## config.mk

```make
export PLATFORM = sky130hd
export DESIGN_NAME = ppu_vram_arb
export DESIGN_NICKNAME = d
export VERILOG_FILES = /design/src/rtl/ppu_pkg.sv /design/src/rtl/ppu_vram_arb_prio.sv /design/src/rtl/ppu_vram_arb.sv
export SDC_FILE = /design/constraint.sdc
export NUM_CORES = 1
export LEC_CHECK = 0
export ABC_CLOCK_PERIOD_IN_PS = 1400
export CAP_MARGIN = 20
export CORE_ASPECT_RATIO = 2
export CORE_UTILIZATION = 40
export CTS_CLUSTER_DIAMETER = 150
export CTS_CLUSTER_SIZE = 16
export DETAILED_ROUTE_END_ITERATION = 8
export HOLD_SLACK_MARGIN = 0.06
export PLACE_DENSITY_LB_ADDON = 0.12
export REMOVE_ABC_BUFFERS = 1
export SYNTH_ARGS = -nofsm -noshare
export SYNTH_HDL_FRONTEND = slang
export SYNTH_HIERARCHICAL = 1
export SYNTH_SLANG_ARGS = --single-unit
```

## constraint.sdc

```tcl
create_clock -name clk_in -period 1.4 [get_ports clk_in]
set_input_delay 0.21 -clock clk_in [delete_from_list [all_inputs] [get_ports clk_in]]
set_output_delay 0.21 -clock clk_in [all_outputs]
set_load 0.02 [all_outputs]
```

## src/rtl/ppu_pkg.sv

```systemverilog
// Shared types and constants for the PPU VRAM arbiter: FSM states, requester ids
// and the palette window that is never written through the external VRAM port.
package ppu_pkg;

    typedef enum logic [1:0] {
        ARB_IDLE = 2'd0,
        ARB_ADDR = 2'd1,
        ARB_DATA = 2'd2
    } arb_state_t;

    localparam int NUM_REQ = 3;
    localparam int REQ_SPR = 0;
    localparam int REQ_BG  = 1;
    localparam int REQ_RI  = 2;

    localparam logic [13:0] PALETTE_BASE = 14'h3F00;

    // Palette writes are served outside this block, so only name-table/pattern writes strobe.
    function automatic logic is_vram_write(input logic wr, input logic [13:0] addr);
        return wr && (addr < PALETTE_BASE);
    endfunction

endpackage

```

## src/rtl/ppu_vram_arb_prio.sv

```systemverilog
// Combinational winner select for the VRAM arbiter: fixed priority spr > bg > ri,
// overridden in favour of a pending ri request when the starve flag is raised.
module ppu_vram_arb_prio
    import ppu_pkg::*;
(
    input  logic [NUM_REQ-1:0] i_req,
    input  logic               i_starve,
    output logic [NUM_REQ-1:0] o_win
);

    always_comb begin
        // NOTE: default assigned first so every path drives o_win and no latch is inferred.
        o_win = '0;
        if (i_starve && i_req[REQ_RI]) begin
            o_win[REQ_RI] = 1'b1;
        end else if (i_req[REQ_SPR]) begin
            o_win[REQ_SPR] = 1'b1;
        end else if (i_req[REQ_BG]) begin
            o_win[REQ_BG] = 1'b1;
        end else if (i_req[REQ_RI]) begin
            o_win[REQ_RI] = 1'b1;
        end
    end

endmodule

```

## src/rtl/ppu_vram_arb.sv

```systemverilog
// VRAM port arbiter/sequencer: sprite, background and register-interface accesses in
// two-cycle ADDR/DATA slots. Optional RI starvation guard: PPU_VRAM_ARB_STARVE_GUARD_EN.
module ppu_vram_arb
    import ppu_pkg::*;
#(
    parameter int STARVE_MAX = 8
)
(
    input  logic        clk_in,
    input  logic        rst_n_in,
    input  logic        spr_req_in,
    input  logic [13:0] spr_a_in,
    output logic        spr_gnt_out,
    output logic        spr_vld_out,
    input  logic        bg_req_in,
    input  logic [13:0] bg_a_in,
    output logic        bg_gnt_out,
    output logic        bg_vld_out,
    input  logic        ri_req_in,
    input  logic        ri_wr_in,
    input  logic [13:0] ri_a_in,
    input  logic [7:0]  ri_d_in,
    output logic        ri_gnt_out,
    output logic        ri_vld_out,
    output logic [7:0]  rd_d_out,
    input  logic [7:0]  vram_d_in,
    output logic [13:0] vram_a_out,
    output logic [7:0]  vram_d_out,
    output logic        vram_wr_out,
    output logic        busy_out
);

    if (STARVE_MAX < 1 || STARVE_MAX > 15) begin : g_bad_starve_max
        $error("ppu_vram_arb: STARVE_MAX must be in 1..15");
    end

    arb_state_t         r_state;
    arb_state_t         w_state_nxt;
    logic [NUM_REQ-1:0] w_req;
    logic [NUM_REQ-1:0] w_win;
    logic [NUM_REQ-1:0] r_owner;
    logic [NUM_REQ-1:0] r_gnt;
    logic [NUM_REQ-1:0] r_vld;
    logic               w_arb_en;
    logic               w_take;
    logic               w_starve;
    logic               r_wr;
    logic               r_wr_strobe;
    logic [13:0]        r_addr;
    logic [7:0]         r_wdata;
    logic [7:0]         r_rd_d;

    assign w_req    = {ri_req_in, bg_req_in, spr_req_in};
    assign w_arb_en = (r_state == ARB_IDLE) || (r_state == ARB_DATA);
    assign w_take   = w_arb_en && (|w_win);

`ifdef PPU_VRAM_ARB_STARVE_GUARD_EN
    localparam logic [3:0] STARVE_LIM = 4'(STARVE_MAX);

    logic [3:0] r_starve_cnt;

    always_ff @(posedge clk_in or negedge rst_n_in) begin
        if (!rst_n_in) begin
            r_starve_cnt <= 4'd0;
        end else if (!ri_req_in || (w_take && w_win[REQ_RI])) begin
            r_starve_cnt <= 4'd0;
        end else if (r_starve_cnt != 4'hF) begin
            r_starve_cnt <= r_starve_cnt + 4'd1;
        end
    end

    assign w_starve = (r_starve_cnt >= STARVE_LIM);
`else
    assign w_starve = 1'b0;
`endif

    ppu_vram_arb_prio u_prio (
        .i_req    (w_req),
        .i_starve (w_starve),
        .o_win    (w_win)
    );

    always_ff @(posedge clk_in or negedge rst_n_in) begin
        if (!rst_n_in) begin
            r_state <= ARB_IDLE;
        end else begin
            r_state <= w_state_nxt;
        end
    end

    always_comb begin
        w_state_nxt = r_state;
        unique case (r_state)
            ARB_IDLE: if (|w_req) w_state_nxt = ARB_ADDR;
            ARB_ADDR: w_state_nxt = ARB_DATA;
            ARB_DATA: w_state_nxt = (|w_req) ? ARB_ADDR : ARB_IDLE;
            default:  w_state_nxt = ARB_IDLE;
        endcase
    end

    // Grant, write strobe and valid are single-cycle pulses: cleared every edge unless re-set.
    always_ff @(posedge clk_in or negedge rst_n_in) begin
        if (!rst_n_in) begin
            r_gnt       <= '0;
            r_vld       <= '0;
            r_owner     <= '0;
            r_wr        <= 1'b0;
            r_wr_strobe <= 1'b0;
            r_addr      <= 14'd0;
            r_wdata     <= 8'd0;
            r_rd_d      <= 8'd0;
        end else begin
            // NOTE: non-blocking throughout so every register samples pre-edge values.
            r_gnt       <= '0;
            r_vld       <= '0;
            r_wr_strobe <= 1'b0;
            if (w_take) begin
                r_gnt   <= w_win;
                r_owner <= w_win;
                r_wr    <= w_win[REQ_RI] && ri_wr_in;
                if (w_win[REQ_SPR]) begin
                    r_addr <= spr_a_in;
                end else if (w_win[REQ_BG]) begin
                    r_addr <= bg_a_in;
                end else begin
                    r_addr <= ri_a_in;
                end
                if (w_win[REQ_RI] && ri_wr_in) begin
                    r_wdata     <= ri_d_in;
                    r_wr_strobe <= is_vram_write(ri_wr_in, ri_a_in);
                end
            end
            if (r_state == ARB_DATA) begin
                r_vld <= r_owner;
                if (!r_wr) begin
                    r_rd_d <= vram_d_in;
                end
            end
        end
    end

    assign spr_gnt_out = r_gnt[REQ_SPR];
    assign bg_gnt_out  = r_gnt[REQ_BG];
    assign ri_gnt_out  = r_gnt[REQ_RI];
    assign spr_vld_out = r_vld[REQ_SPR];
    assign bg_vld_out  = r_vld[REQ_BG];
    assign ri_vld_out  = r_vld[REQ_RI];
    assign rd_d_out    = r_rd_d;
    assign vram_a_out  = r_addr;
    assign vram_d_out  = r_wdata;
    assign vram_wr_out = r_wr_strobe;
    assign busy_out    = (r_state != ARB_IDLE);

endmodule

```

## Word level (Yosys, flattened, before mapping)

Index checks and enable logic that the tools add are counted.

| storage, ports and cells | value |
|---|---|
| register bits after elaboration | 43 |
| bits of input ports | 64 |
| output and inout port bits | 38 |
| logic and storage cells | 38 |

| cells by class | value |
|---|---|
| order comparisons | 1 |
| equal/unequal tests | 3 |
| muxes and demuxes | 14 |
| bitwise logic cells | 1 |
| reductions and logical operators | 10 |

Operators with widths:

| cell | count |
|---|---|
| two-way mux 14 bit | 2 |
| less-than comparator 14 bit (second input constant) | 1 |
| two-way mux 1 bit | 7 |
| two-way mux 3 bit | 2 |
| one-hot mux 2 bit (3 select lines) | 1 |
| OR reduction 3 bit | 2 |
| two-way mux 2 bit | 2 |
| AND reduction 2 bit | 2 |
| logical AND 1 bit | 3 |
| == test 2 x 1 -> 1 bit (second input constant) | 1 |
| == test 2 bit (second input constant) | 1 |
| logical NOT 2 bit | 1 |
| inequality test 2 x 1 -> 1 bit (second input constant) | 1 |
| nonzero test 2 bit | 1 |
| logical OR 1 bit | 1 |
| inverter 1 bit | 1 |

## Logic depth before layout (Yosys ltp)

Gate-level depths: netlist of run 1.

| depth | value |
|---|---|
| depth after elaboration | 6 |
| gate-level depth with buffers | 8 |
| gate-level depth less buffers | 5 |

## By module

Netlist of run 1, hierarchy kept.

By module, submodules not included:

| module | times used | cells an instance | area an instance (sq um) | seq. area each (sq um) |
|---|---|---|---|---|
| ppu_vram_arb | 1 | 148 | 1973.1 | 1076.0 |
| ppu_vram_arb_prio | 1 | 5 | 38.8 | 0.0 |

## Worst setup path after synthesis of run 1

OpenSTA, ideal clock, no wires.

| path | value |
|---|---|
| path kind | input-to-reg |
| start point | input bg_req_in |
| end point | register r_addr[10] (netlist: vram_a_out[10]) |
| library setup time | 0.125 ns |
| arrival | 1.249 ns |
| required time | 1.275 ns |
| setup slack | 0.026 ns |
| stages on the path | 7 |
| path buffers | 2 |
| cells stage by stage | inv_1 -> a211oi_2 -> buf_6 -> buf_6 -> mux2_2 -> mux2i_1 -> o21ai_2 |

| on the way | value |
|---|---|
| longest elaborated chain between the ends | 4 |
| elaborated cells between the ends (all ways) | 7 |
| those cells by class | mux (5); reduce/logical (2) |

RTL lines:

| element | line | source |
|---|---|---|
| start: declaration | ppu_vram_arb.sv:15 | `input logic bg_req_in,` |
| two-way mux 1 bit (*) | ppu_vram_arb_prio.sv:18 | `end else if (i_req[REQ_BG]) begin` |
| two-way mux 2 bit (*) | ppu_vram_arb_prio.sv:16 | `end else if (i_req[REQ_SPR]) begin` |
| named net w_win[1] | ppu_vram_arb.sv:40 | `logic [NUM_REQ-1:0] w_win;` |
| two-way mux 14 bit / OR reduction 3 bit (equally long branches) | ppu_vram_arb.sv:123, ppu_vram_arb.sv:55 |  |
| two-way mux 14 bit / logical AND 1 bit (equally long branches) | ppu_vram_arb.sv:121, ppu_vram_arb.sv:55 |  |
| end signal: assignment | ppu_vram_arb.sv:122 | `r_addr <= spr_a_in;` |
| end signal: assignment | ppu_vram_arb.sv:124 | `r_addr <= bg_a_in;` |
| end signal: assignment | ppu_vram_arb.sv:126 | `r_addr <= ri_a_in;` |
| end: declaration | ppu_vram_arb.sv:49 | `logic [13:0] r_addr;` |

The timed path passes the listed nets; every way through them passes the cells marked *.
A chain may end at the register's enable or synchronous reset.

## Worst setup path after layout of run 1

| path | value |
|---|---|
| start point | register r_state[0] |
| end point | register r_owner[1] |

| on the way | value |
|---|---|
| longest elaborated chain between the ends | 3 |
| elaborated cells between the ends (all ways) | 4 |
| those cells by class | eq/ne (1); reduce/logical (3) |

RTL lines:

| element | line | source |
|---|---|---|
| start: declaration | ppu_vram_arb.sv:37 | `arb_state_t r_state;` |
| start signal: assignment | ppu_vram_arb.sv:87 | `r_state <= w_state_nxt;` |
| == test 2 bit / logical NOT 2 bit (equally long branches) | ppu_vram_arb.sv:54 | `assign w_arb_en = (r_state == ARB_IDLE) \|\| (r_state == ARB_DATA);` |
| logical OR 1 bit (*) | ppu_vram_arb.sv:54 |  |
| logical AND 1 bit (*) | ppu_vram_arb.sv:55 | `assign w_take = w_arb_en && (\|w_win);` |
| end signal: assignment | ppu_vram_arb.sv:119 | `r_owner <= w_win;` |
| end: declaration | ppu_vram_arb.sv:41 | `logic [NUM_REQ-1:0] r_owner;` |

Mark *: on every way between the ends. The rest lies on a longest branch, timed or not.

==> results of run 1 <==
## logic make-up after synthesis
logic type	after synthesis	share of synthesized area, %
AO/OA/AOI/OAI	36	12.1
buffers and inverters	11	4.66
flip-flops	43	53.5
multiplexers	44	23.8
other	1	0.186
AND/OR/NAND/NOR	18	5.85
## worst max-delay path, delay by kind of cell (launching register included)
family	cells	cell delay (ns)
DFF	1	0.40
and+or+nand+nor	1	0.27
AOI/OAI and AO/OA	1	0.18
buffers and inverters	3	0.43
## cell usage after synthesis, drive strengths merged
cell type,instances
dfrtp,43
mux2,30
o21ai,29
mux2i,14
buf,8
nor2b,5
a21o,3
and2,3
clkbuf,2
nand2,2
nor2,2
nor3,2
or2,2
a211oi,1
a21boi,1
a31oi,1
and2b,1
and4,1
conb,1
inv,1
o21a,1
## layer usage
metal  track usage [%]  wire [um]
met1              20.7       1780
met2              41.4       2960
met5                 0          0
met4              8.70        133
met3              3.87        242
## power by group through the flow
stage | combinational, W | sequential (W) | clock (W)
after global routing | 0.00200 | 0.00181 | 0.00107
after floorplan | 0.000498 | 0.00220 | 0
after detailed placement | 0.00199 | 0.00180 | 0
after CTS | 0.00185 | 0.00176 | 0.00102
final | 0.00186 | 0.00176 | 0.000996
after global placement | 0.00197 | 0.00179 | 0
## timing repair
item | in CTS | in global routing
gates resized for setup | 54 | 11
gates cloned | 2 | 1
endpoints found under the hold margin | 43 | 0
setup endpoints to repair | 65 | 27
pin swaps | 1 | 2
hold buffers | 1 | 0
setup buffers | 3 | 1
## registers in the layout, indices dropped and copies added, names as in the netlist, 2 cells and up
signal and cells:
vram_a_out 14, rd_d_out 8, vram_d_out 8, r_gnt 3
r_owner 3, r_vld 3, r_state 2
## cell type report
class | instances | share of cell area [%]
clock inverter | 2 | 1.03
clock buffer | 6 | 2.42
multi-input combinational | 102 | 26.0
inverter | 1 | 0.110
tap | 57 | 2.09
timing repair buffer | 126 | 36.7
sequential | 43 | 31.6
## per-stage QoR
stage	hold slack (ns)	setup WS, ns	cells	setup TNS, ns	util (%)
after floorplan	-0.0856	-0.661	145	-12.59	-
after global placement	0.202	-0.532	321	-13.53	65.6
after detailed placement	0.202	-0.561	321	-14.31	65.6
after CTS	0.364	-0.00251	335	-0.00251	69.5
after global routing	0.238	-0.0216	337	-0.0827	70.1
final	0.207	0.0233	337	0	70.1
## final timing paths
path	start	depth (start not counted)	end	slack, ns
max	r_state[0]$_DFFE_PN0P_	5	r_owner[1]$_DFFE_PN0P_	0.02
min	spr_req_in	3	r_state[0]$_DFFE_PN0P_	0.21
max reg2reg	r_state[0]$_DFFE_PN0P_	5	r_owner[1]$_DFFE_PN0P_	0.02
min reg2reg	r_owner[2]$_DFFE_PN0P_	1	r_owner[2]$_DFFE_PN0P_	0.49
max in group asynchronous	rst_n_in	3	rd_d_out[7]$_DFFE_PN0P_	0.78
min in group asynchronous	rst_n_in	3	vram_d_out[3]$_DFFE_PN0P_	0.41
==> flow_summary.toml, run 1 <==
[synth]
syn_area_mm2 = 0.00201
synth_top_area_cell = "dfrtp_1"
synth_top_cell_area_share_pct = 53.5
synthTopCellsByArea = "dfrtp_1 53%, mux2_2 17%, mux2i_1 7.0%"
synth.distinct_cells = 28
syn_area_per_cell_um2 = 13.1
ys_ff_latch = 43
yosys_warnings = 6
synth_cells = 153
seq_area_frac_synth_pct = 53.5

[sta]
fin_crit_sh_pct = 98.3
setup_viol = 0
max_freq_ghz = 0.726
hold_viol = 0
fin_crit_ns = 1.38
slew_violations = 0
fin_skew_ns = 0.00502
rsz0062_at_grt = "true"

[power]
p_comb_share_pct = 40.3
power_density_mw_per_mm2 = 1350
p_int_w = 0.00312
peakVddDrop_uv = 1200
power_w = 0.00461
switching_share_pct = 32.4
power.switching_w = 0.00149
leakage_nw = 1.58
power_frac_seq_pct = 38.2
clkPwrFrac_pct = 21.6

[die]
die_area_mm2 = 0.00533
fp.dieW_um = 52.2
start_util_pct = 41.4
core_mm2 = 0.00486
io-pin-count = 102
num_rows = 36
die_h_um = 102

[worst_setup_path]
required_ns = 1.59
cp-end-kind = "flop"
cp_cell_sequence = "buf_6 -> buf_6 -> or2_4 -> buf_12 -> a21o_1"
criticalPathCategory = "flop to flop"
critPathArrivalTime_ns = 1.56
cpPeakStageDelay_ns = 0.40
start_kind = "flop"
worst_path_most_repeated_cell = "buf_6"
critPathMaxFanout = 13
crit_slowest_cell = "dfrtp_1"

[finish]
design_area_mm2 = 0.00341
area.growth.synth_to_final_pct = 69.4
multi_input_area_um2 = 887
layout.area.seq_mm2 = 0.00108
nets = 343
drive_gt1_share_pct = 31.1
num-fill-cells = 382
layout_common_cells = "60 x clkdlybuf4s50_1, 43 x dfrtp_1, 37 x dlygate4sd2_1"
antenna_cells = 0
layout_commonest_cell = "clkdlybuf4s50_1"

[grt]
grt_max_degree = 44
antenna_found_initial = 0
grt_usage_pct = 21.2
grt_pass1_vias = 1768
grt_pass1_wl_um = 8240
grt_overflow_total = 0

[detailed_routing]
ant_nets = 0
wl_per_cell_um = 15.2
routed_wl_um = 5120
firstDrtPassIters = 4
drtIter0Drc = 9
vias_per_cell = 4.99
drc = 0
via_count = 1681

[cts]
htree_levels = 2
clk_pin_slew_ns = 0.08
cts_buffer_depth = 2
clkSinkCount = 43
cts_buffers = 5
clkLatencyLatePin_ns = 0.29
cts_root_buf = "clkbuf_8"
cts_tree = "yes"

[placement]
gp_congestion = 0.784
placed_cell_area_mm2 = 0.00319
post-dp-hpwl_um = 3670
io_buffers = 101

[run_status]
status = "completed"

[min_path]
min_path_type = "input port to flop"

[job]
max-cap-violations = 0
No activity file was read; power rests on OpenSTA's default activity.
==> run 2: changes to the inputs <==
--- a/config.mk
+++ b/config.mk
@@ -8,6 +8,7 @@
 export ABC_CLOCK_PERIOD_IN_PS = 1400
 export CAP_MARGIN = 20
 export CORE_ASPECT_RATIO = 2
+export CORE_MARGIN = 8
 export CORE_UTILIZATION = 40
 export CTS_CLUSTER_DIAMETER = 150
 export CTS_CLUSTER_SIZE = 16
==> flow_summary.toml, run 2 (synthesized netlist as in run 1, its figures left out) <==
[run_status]
status = "completed"

[sta]
fin_crit_sh_pct = 96.7
worst_slack_ns = 0.0458
hold_viol = 0
rsz0062_at_grt = "true"
slew_violations = 0
fin_skew_ns = 0.00770
fin_crit_ns = 1.35
max_freq_ghz = 0.738
setup_viol = 0

[grt]
antenna_found_initial = 0
grt_overflow_total = 0
grt_usage_pct = 15.0
grt_pass1_wl_um = 8870
grt_max_degree = 44
grt_pass1_vias = 1768

[placement]
gp_congestion = 0.746
io_buffers = 101
preCtsSetupSlack_ns = -0.598
post-dp-hpwl_um = 4260

[power]
power_density_mw_per_mm2 = 1320
peakVddDrop_uv = 968
leakage_nw = 1.55

[detailed_routing]
wl_per_cell_um = 16.7
firstDrtPassIters = 3
drtIter0Drc = 42
vias_per_cell = 4.90
routed_wl_um = 5560
via_count = 1628
ant_nets = 0
drc = 0

[finish]
layout_commonest_cell = "clkdlybuf4s50_1"
layout_common_cells = "60 x clkdlybuf4s50_1, 42 x dfrtp_1, 37 x dlygate4sd2_1"
largest_reg_flops = 14
nets = 338
area.growth.synth_to_final_pct = 66.7
final_core_util_pct = 69.0
antenna_cells = 0
drive_gt1_share_pct = 29.8

[die]
start_util_pct = 41.4
io-pin-count = 102
core_mm2 = 0.00486
fp.dieW_um = 66.2
die_h_um = 116
num_rows = 36
die_area_mm2 = 0.00769

[worst_setup_path]
reg2reg_depth = 4
cp-end-kind = "flop"
r2r_slack_ns = 0.05
r2r_end = "vram_d_out[7]$_DFFE_PN0P_"
start_kind = "flop"
criticalPathCategory = "flop to flop"
r2r_start = "r_state[0]$_DFFE_PN0P_"
required_ns = 1.59
critPathArrivalTime_ns = 1.54
critPathMaxFanout = 9

[job]
max-cap-violations = 0

[cts]
cts_tree = "yes"
cts_root_buf = "clkbuf_8"
cts_buffer_depth = 2
clkSinkCount = 43
cts_buffers = 5
htree_levels = 2
clk_pin_slew_ns = 0.08
clkLatencyLatePin_ns = 0.30

[min_path]
holdPathEnd = "r_state[0]$_DFFE_PN0P_"
hold_depth = 3
min_path_type = "input port to flop"
min_from = "spr_req_in"
==> run 2: cell type report <==
cell class,count,area (um^2)
sequential,43,1080
inverter,1,3.75
tap,57,71.3
clock inverter,2,12.5
multi-input combinational,101,912
clock buffer,6,72.6
timing repair buffer,122,1200
fill,417,1510
==> run 2: through the flow <==
step / std cells / TNS [ns] / total power, W / area [um^2] / hold WS (ns)
global placement: 321 / -14.10 / 0.00379 / 3200 / 0.200
detailed placement: 321 / -14.58 / 0.00383 / 3200 / 0.200
global route: 332 / 0 / 0.00469 / 3350 / 0.297
finish: 332 / 0 / 0.00443 / 3350 / 0.231
CTS: 332 / 0 / 0.00438 / 3300 / 0.324
floorplan: 145 / -12.59 / 0.00270 / 1930 / -0.0856
==> run 2: per-layer routing <==
layer  part of all wire [%]  routed length, um  GRT usage, %
met1                     35               1930          14.8
met2                     55               3070          27.0
met3                    8.1                451          5.19
met4                    1.8                102          6.60
met5                      0                  0             0
==> run 2: worst max-delay path, stage by stage, from the launching register on <==
cell and delay (ns):
dfrtp_2 0.43, buf_4 0.14, and2b_1 0.21, nand2_4 0.13, mux2_2 0.35
==> run 2: how the worst max path moves through the flow <==
stage | to | depth (start not counted) | slack, ns | startpoint
6_report | vram_d_out[7]$_DFFE_PN0P_ | 4 | 0.05 | r_state[0]$_DFFE_PN0P_
3_5_place_dp | r_owner[1]$_DFFE_PN0P_ | 8 | -0.60 | bg_req_in
5_1_grt | rd_d_out[4]$_DFFE_PN0P_ | 5 | 0.001 | r_state[1]$_DFFE_PN0P_
2_1_floorplan | r_owner[0]$_DFFE_PN0P_ | 5 | -0.66 | bg_req_in
3_3_place_gp | r_owner[0]$_DFFE_PN0P_ | 8 | -0.57 | bg_req_in
4_1_cts | busy_out | 2 | 0.01 | r_state[0]$_DFFE_PN0P_
==> run 2: repair_timing <==
action / in CTS / in global routing
resized for setup: 52 / 21
hold buffers: 1 / 0
cloned: 1 / 0
setup endpoints to repair: 67 / 25
pin swaps: 1 / 2
buffers inserted: 1 / 0
hold endpoints to repair: 43 / 0
==> run 2: where the power goes <==
group / leakage [nW] / internal, W / total, W / switching (W)
clock: 0.0412 / 0.000349 / 0.000769 / 0.000421
sequential: 0.529 / 0.00160 / 0.00176 / 0.000165
combinational: 0.980 / 0.000972 / 0.00190 / 0.000925
total: 1.55 / 0.00292 / 0.00443 / 0.00151
